--- config.mk ---
export PLATFORM = sky130hd
export DESIGN_NAME = trigger_unit
export DESIGN_NICKNAME = d
export VERILOG_FILES = /design/src/rtl/trigger_unit.sv
export SDC_FILE = /design/constraint.sdc
export NUM_CORES = 1
export LEC_CHECK = 0
export ABC_CLOCK_PERIOD_IN_PS = 6800
export CAP_MARGIN = 40
export CORE_MARGIN = 3
export CORE_UTILIZATION = 45
export CTS_CLUSTER_SIZE = 12
export DETAILED_ROUTE_END_ITERATION = 10
export HOLD_SLACK_MARGIN = 0.05
export PLACE_DENSITY = 0.76
export SYNTH_ARGS = -nofsm -noshare
export SYNTH_HDL_FRONTEND = slang
export SYNTH_SLANG_ARGS = --single-unit
--- constraint.sdc ---
create_clock -name clk -period 6.8 [get_ports clk]
set_clock_uncertainty 0.05 [all_clocks]
set_input_delay 1.7 -clock clk [delete_from_list [all_inputs] [get_ports clk]]
set_output_delay 1.7 -clock clk [all_outputs]
set_load 0.01 [all_outputs]
--- src/rtl/trigger_unit.sv ---
`default_nettype none
// trigger_unit: selects one trigger source, edge-detects it, applies dead time and busy veto,
// classifies long levels as accelerator cycles and keeps accepted/vetoed/cycle counters.
module trigger_unit #(
  parameter int NSRC  = 4,
  parameter int SELW  = 2,
  parameter int DEADW = 8,
  parameter int LENW  = 12,
  parameter int CNTW  = 32
) (
  input  logic             clk,
  input  logic             rst,
  input  logic [NSRC-1:0]  trigsrc,
  input  logic [SELW-1:0]  trigsel,
  input  logic             trigen,
  input  logic             busy,
  input  logic [DEADW-1:0] deadtime,
  input  logic [LENW-1:0]  cyclen,
  input  logic             cntclr,
  output logic             trigpulse,
  output logic             cycleend,
  output logic             cyclebegin,
  output logic             cycleon,
  output logic [CNTW-1:0]  trigcnt,
  output logic [CNTW-1:0]  vetocnt,
  output logic [CNTW-1:0]  cyclecnt
);

  typedef enum logic {
    ST_IDLE  = 1'b0,
    ST_CYCLE = 1'b1
  } state_t;

  state_t           state_q;
  logic             trigmux_q;
  logic             trigdly_q;
  logic [DEADW-1:0] deadcnt_q;
  logic [LENW-1:0]  lencnt_q;
  logic             trigpulse_q;
  logic             cycleend_q;
  logic             cyclebegin_q;
  logic [CNTW-1:0]  trigcnt_q,  trigcnt_d;
  logic [CNTW-1:0]  vetocnt_q,  vetocnt_d;
  logic [CNTW-1:0]  cyclecnt_q, cyclecnt_d;

  logic sel_bit;
  logic rise;
  logic dead;
  logic accept;
  logic veto;

  // Select values with no matching source fall through to constant 0.
  always_comb begin
    sel_bit = 1'b0;
    for (int i = 0; i < NSRC; i++) begin
      if (trigsel == SELW'(i)) sel_bit = trigsrc[i];
    end
  end

  assign rise   = trigmux_q & ~trigdly_q;
  assign dead   = |deadcnt_q;
  assign accept = rise & trigen & ~busy & ~dead;
  assign veto   = rise & trigen & (busy | dead);

  always_ff @(posedge clk or posedge rst) begin
    if (rst) begin
      state_q      <= ST_IDLE;
      trigmux_q    <= 1'b0;
      trigdly_q    <= 1'b0;
      deadcnt_q    <= '0;
      lencnt_q     <= '0;
      trigpulse_q  <= 1'b0;
      cycleend_q   <= 1'b0;
      cyclebegin_q <= 1'b0;
    end else begin
      trigmux_q    <= sel_bit;
      trigdly_q    <= trigmux_q;
      trigpulse_q  <= accept;
      cycleend_q   <= 1'b0;
      cyclebegin_q <= 1'b0;

      if (accept) begin
        deadcnt_q <= deadtime;
      end else if (dead) begin
        deadcnt_q <= deadcnt_q - DEADW'(1);
      end

      // Only an accepted rise loads the length counter, so vetoed levels never form a cycle.
      if (!trigmux_q) begin
        lencnt_q <= '0;
        if (state_q == ST_CYCLE) begin
          state_q      <= ST_IDLE;
          cyclebegin_q <= 1'b1;
        end
      end else if (accept) begin
        lencnt_q <= cyclen;
      end else if (lencnt_q == LENW'(1)) begin
        lencnt_q   <= '0;
        state_q    <= ST_CYCLE;
        cycleend_q <= 1'b1;
      end else if (lencnt_q > LENW'(1)) begin
        lencnt_q <= lencnt_q - LENW'(1);
      end
    end
  end

  always_comb begin
    trigcnt_d  = trigcnt_q + CNTW'(trigpulse_q);
    cyclecnt_d = cyclecnt_q + CNTW'(cycleend_q);
    vetocnt_d  = vetocnt_q;
    if (veto && !(&vetocnt_q)) vetocnt_d = vetocnt_q + CNTW'(1);
    if (cntclr) begin
      trigcnt_d  = '0;
      vetocnt_d  = '0;
      cyclecnt_d = '0;
    end
  end

  always_ff @(posedge clk or posedge rst) begin
    if (rst) begin
      trigcnt_q  <= '0;
      vetocnt_q  <= '0;
      cyclecnt_q <= '0;
    end else begin
      trigcnt_q  <= trigcnt_d;
      vetocnt_q  <= vetocnt_d;
      cyclecnt_q <= cyclecnt_d;
    end
  end

  assign trigpulse  = trigpulse_q;
  assign cycleend   = cycleend_q;
  assign cyclebegin = cyclebegin_q;
  assign cycleon    = (state_q == ST_IDLE);
  assign trigcnt    = trigcnt_q;
  assign vetocnt    = vetocnt_q;
  assign cyclecnt   = cyclecnt_q;

endmodule
`default_nettype wire

# [Word level (Yosys, flattened, before mapping)]
# Cells that the tools add are included.
# Widths: inputs -> output; s select.
[classes] addsub=5 magnitude_cmp=1 eq_ne=7 mux=22 bitwise=10 reduce_logical=8
[ops] cell="$mux 32" count=4
[ops] cell="$add 32x1->32" count=2
[ops] cell="$mux 12" count=4
[ops] cell="$add 32x1->32 const B" count=1
[ops] cell="$reduce_and 32->1" count=1
[ops] cell="$mux 8" count=2
[ops] cell="$eq 12x1->1 const B" count=1
[ops] cell="$gt 12x1->1 const B" count=1
[ops] cell="$mux 1" count=12
[ops] cell="$sub 12x1->12 const B" count=1
[ops] cell="$reduce_or 8->1" count=1
[ops] cell="$sub 8x1->8 const B" count=1
[ops] cell="$and 1x1->1" count=5
[ops] cell="$eq 2x2->1 const B" count=2
[ops] cell="$ne 4x1->1 const B" count=1
[ops] cell="$not 1->1" count=4
[ops] cell="$reduce_bool 2->1" count=2
[ops] cell="$eq 2x1->1 const B" count=1
[ops] cell="$logic_not 2->1" count=1
[ops] cell="$ne 2x1->1 const B" count=1
[ops] cell="$ne 2x2->1 const B" count=1
[ops] cell="$reduce_and 2->1" count=1
[ops] cell="$logic_and 1x1->1" count=1
[ops] cell="$logic_not 1->1" count=1
[ops] cell="$or 1x1->1" count=1
[word_totals] regBits=122 inputBits=31 output_inout_bits=100 elab_cells=64

# [Depth between registers and ports, before layout]
[depth] ltp_word=7 ltp_mapped=9 depth_no_buf=8

# [Worst setup path after synthesis]
# OpenSTA, ideal clock, no wires.
[synth_timing] path_type="input to register" from="input port busy" to="register lencnt_q[2]" setup_time_ns=0.083 t_arrival_ns=3.164 required_ns=6.667 path_slack_ns=3.503 path_stages=6 n_path_buf=1 cell_sequence="nor4bb_1 > nand4_1 > inv_1 > clkbuf_1 > nand2_1 > o21ai_0"
[synth_via] elab_chain_cells=5 word_cells_on_any_way=6 classes_between="eq/ne: 1; mux: 2; bitwise: 3"
[synth_rtl] item="start, declared" line_no="16" rtl="input logic busy,"
[synth_rtl] item="$not 1->1 *" line_no="62" rtl="assign accept = rise & trigen & ~busy & ~dead;"
[synth_rtl] item="$and 1x1->1 * (2 in series)" line_no="62"
[synth_rtl] item="via accept" line_no="49" rtl="logic accept;"
[synth_rtl] item="$mux 12" line_no="95" rtl="end else if (accept) begin"
[synth_rtl] item="$mux 12" line_no="89" rtl="if (!trigmux_q) begin"
[synth_rtl] item="end signal, assigned" line_no="96" rtl="lencnt_q <= cyclen;"
[synth_rtl] item="end signal, assigned" line_no="102" rtl="lencnt_q <= lencnt_q - LENW'(1);"
[synth_rtl] item="end, declared" line_no="38" rtl="logic [LENW-1:0] lencnt_q;"
# Mark *: on every way through the listed nets, which the timed path passes. The rest lies on a longest branch.
# A chain may end at the register's enable or synchronous reset.

# [Worst setup path in the final report]
[layout_timing] from="input port trigen" to="register lencnt_q[4]"
[layout_via] elab_chain_cells=5 word_cells_on_any_way=6 classes_between="eq/ne: 1; mux: 2; bitwise: 3"
[layout_rtl] item="start, declared" line_no="15" rtl="input logic trigen,"
[layout_rtl] item="$and 1x1->1 * (3 in series)" line_no="62"
[layout_rtl] item="$mux 12" line_no="95"
[layout_rtl] item="$mux 12" line_no="89"
# Mark *: on every way between the ends. The rest lies on a longest branch, timed or not.

==> results.toml <==
[clock_network]
cts_resized = 0
holdBufCountCts = 0
clock_latency_ps = 410
path_clk_slew_ps = 60
htree_levels = 4
clock_tree.root_cell = "clkbuf_16"
cts_inserted_buffers = 17
clock_path_buffers = 2
cts_tree = "done"
cts_setup_buffers = 0
cts.sink_count = 122

[synth]
ys.flop_type = "dfrtp_1"
yosys_register_bits = 122
synth_top_family_by_area = "simple AND/OR/NAND/NOR gates"
synth-compound-area-share = 0.0950
synth-seq-area-share = 0.484
synth_cells = 667
netlist_area_mm2 = 0.00631
synth-async-reset-ratio = 1.00
synth_top_area_cell = "dfrtp_1"
synth-xor-area-share = 0.0875
synth_fa_ha_area_frac = 0.0159
synth-simple-area-share = 0.277
synth_edf_count = 0
yosysMostFrequentCell = "dfrtp_1"
synth_nets = 706
synthMuxAreaShare = 0.0139
yosys_warnings = 0
synth_cell_type_count = 53
netlist_top_cells_count = "dfrtp_1, nor2_1, nand2_1"
syn_avg_cell_area_um2 = 9.46
synth_top_cell_area_share = 0.484
synthTopCellsByArea = "dfrtp_1, xnor2_1, nor2_1"

[pwr]
p_sw_uw = 481
power.density_mw_per_mm2 = 238
p_clk_frac = 0.493
peakVddDrop_mv = 0.152
swShare = 0.239
p_int_mw = 1.53
comb_power_share = 0.118
seqPwrFrac = 0.388
p_leak_nw = 3.36

[setup_path]
critPathMaxFanout = 16
crit_path_start = "trigen"
cp.arrival_ps = 4080
worstSetupPathType = "in2reg"
worstSetupEndpointType = "flop"
worst_setup_path_start_kind = "primary input"
required_ps = 7090
worstRegToRegCells = 6
r2r_start = "vetocnt[3]$_DFFE_PP0P_"
crit_end = "lencnt_q[4]$_DFFE_PP0P_"
reg2reg_slack_ps = 3860
r2r_end = "vetocnt[27]$_DFFE_PP0P_"

[job]
cap_violations = 0

[timing]
finalHoldViolCount = 0
max_freq_ghz = 0.264
grt_setup_unrepaired = "false"
fin_crit_ps = 3790
period_share = 0.558
slew_headroom = 0.431
tightest_slew_ps = 842
setup_violations = 0
setup_tns_ps = 0
drv_slew = 0

[global_routing]
grt_use_met3 = 0.0506
grt_pass1_wl_mm = 26.5
grt_remaining_overflow = 0
grt_pass1_vias = 5337
use_met1 = 0.273
track_usage = 0.204
top_usage_layer = "met2"
antenna_found_initial = 0
grt_max_degree = 65
met2_usage = 0.328

[floorplanning]
rows = 42
die_area_mm2 = 0.0155
core_mm2 = 0.0135
start_util = 0.469
dieHeight_um = 124
die_w_um = 124
ioPinCount = 131

[detailed_routing]
drt_iter0_drc = 487
drc = 0
first_pass_iters = 5
vias = 5652
vias_per_cell = 5.71
routed_wl_mm = 15.9
wl_per_cell_um = 16.1
final_antenna_net_count = 0

[placement]
place_congestion = 0.866
dpl.hpwl_mm = 11.0
numPortBuffers = 130
placed_cells = 957

[layout]
nets = 839
area_growth_pct = 34.3
utilization = 0.630
drive_gt1_frac = 0.0738
diodes = 0
stdcell_count = 989
fillers = 1111

[min_path]
min_path_type = "reg2reg"
min_delay_path_depth = 1

[outcome]
status = "complete, no violations"
[routing by layer]
| layer | up-vias | share of wire |
|---|---|---|
| li1 | 2686 | - |
| met1 | 2743 | 0.45 |
| met2 | 202 | 0.48 |
| met3 | 21 | 0.059 |
| met4 | 0 | 0.012 |
| met5 | - | 0 |
[power groups by stage]
stage	Clock [mW]	Sequential [mW]	Combinational [mW]
floorplan	0	0.788	0.163
global placement	0	0.792	0.224
detailed placement	0	0.793	0.235
CTS	1.01	0.782	0.240
global route	1.05	0.785	0.266
finish	0.993	0.782	0.238
[placed cells by master, fill, tap and decap left out, types with 18 or more instances in the layout]
master           count
nand3_1             30
a21oi_1             37
o21ai_0             30
clkdlybuf4s50_1    129
nand4_1             36
or4_1               21
xnor2_1             33
nand2_1             52
dfrtp_1            122
nor3_1              18
inv_1               20
nor2_1              74
xor2_1              30
[metrics by stage]
| stage | total power [mW] | setup WS [ps] | hold slack [ps] | area [µm²] |
|---|---|---|---|---|
| 6_report | 2.01 | 3010 | 448 | 8470 |
| 5_1_grt | 2.10 | 2830 | 464 | 8470 |
| 4_1_cts | 2.03 | 3040 | 453 | 8470 |
| 3_5_place_dp | 1.03 | 2640 | 433 | 7820 |
| 3_3_place_gp | 1.02 | 2700 | 429 | 7770 |
| 2_1_floorplan | 0.951 | 1810 | 414 | 6310 |
[cells by family (layout without fill, tap and decap cells)]
| group | Yosys count | after routing |
|---|---|---|
| AO/OA/AOI/OAI | 102 | 102 |
| multiplexers | 7 | 7 |
| XOR/XNOR | 63 | 63 |
| flip-flops | 122 | 122 |
| buffers and inverters | 44 | 190 |
| AND/OR/NAND/NOR | 321 | 321 |
| adder cells (fa/ha/maj) | 8 | 8 |
[state kept, by name (all words and copies together), names as in the netlist]
signal and cells:
cyclebegin 1, trigmux_q 1, deadcnt_q 8, trigdly_q 1, vetocnt 32, lencnt_q 12
trigpulse 1, state_q 1, trigcnt 32, cyclecnt 32, cycleend 1
[layout make-up]
| class | count | area, µm² | share of cell area |
|---|---|---|---|
| clock buffer | 20 | 457 | 0.0539 |
| clock inverter | 12 | 195 | 0.0230 |
| multi-input combinational | 501 | 3090 | 0.364 |
| inverter | 21 | 81.3 | 0.00960 |
| timing repair buffer | 137 | 1380 | 0.163 |
| sequential | 122 | 3050 | 0.360 |
| tap | 176 | 220 | 0.0260 |
[how the worst min path moves through the flow]
stage                         from                  end  slack, ps
6_report       state_q$_DFFE_PP0P_  state_q$_DFFE_PP0P_        450
5_1_grt        state_q$_DFFE_PP0P_  state_q$_DFFE_PP0P_        460
4_1_cts        state_q$_DFFE_PP0P_  state_q$_DFFE_PP0P_        450
3_5_place_dp   state_q$_DFFE_PP0P_  state_q$_DFFE_PP0P_        430
3_3_place_gp   state_q$_DFFE_PP0P_  state_q$_DFFE_PP0P_        430
2_1_floorplan  state_q$_DFFE_PP0P_  state_q$_DFFE_PP0P_        410
[critical path: stages]
cell and delay [ps]:
clkdlybuf4s50_1 480, nor4bb_1 740, nand4_1 320, inv_1 450
or4_1 200, a21oi_1 70, o21ai_1 110
(Power assumes the default switching activity.)
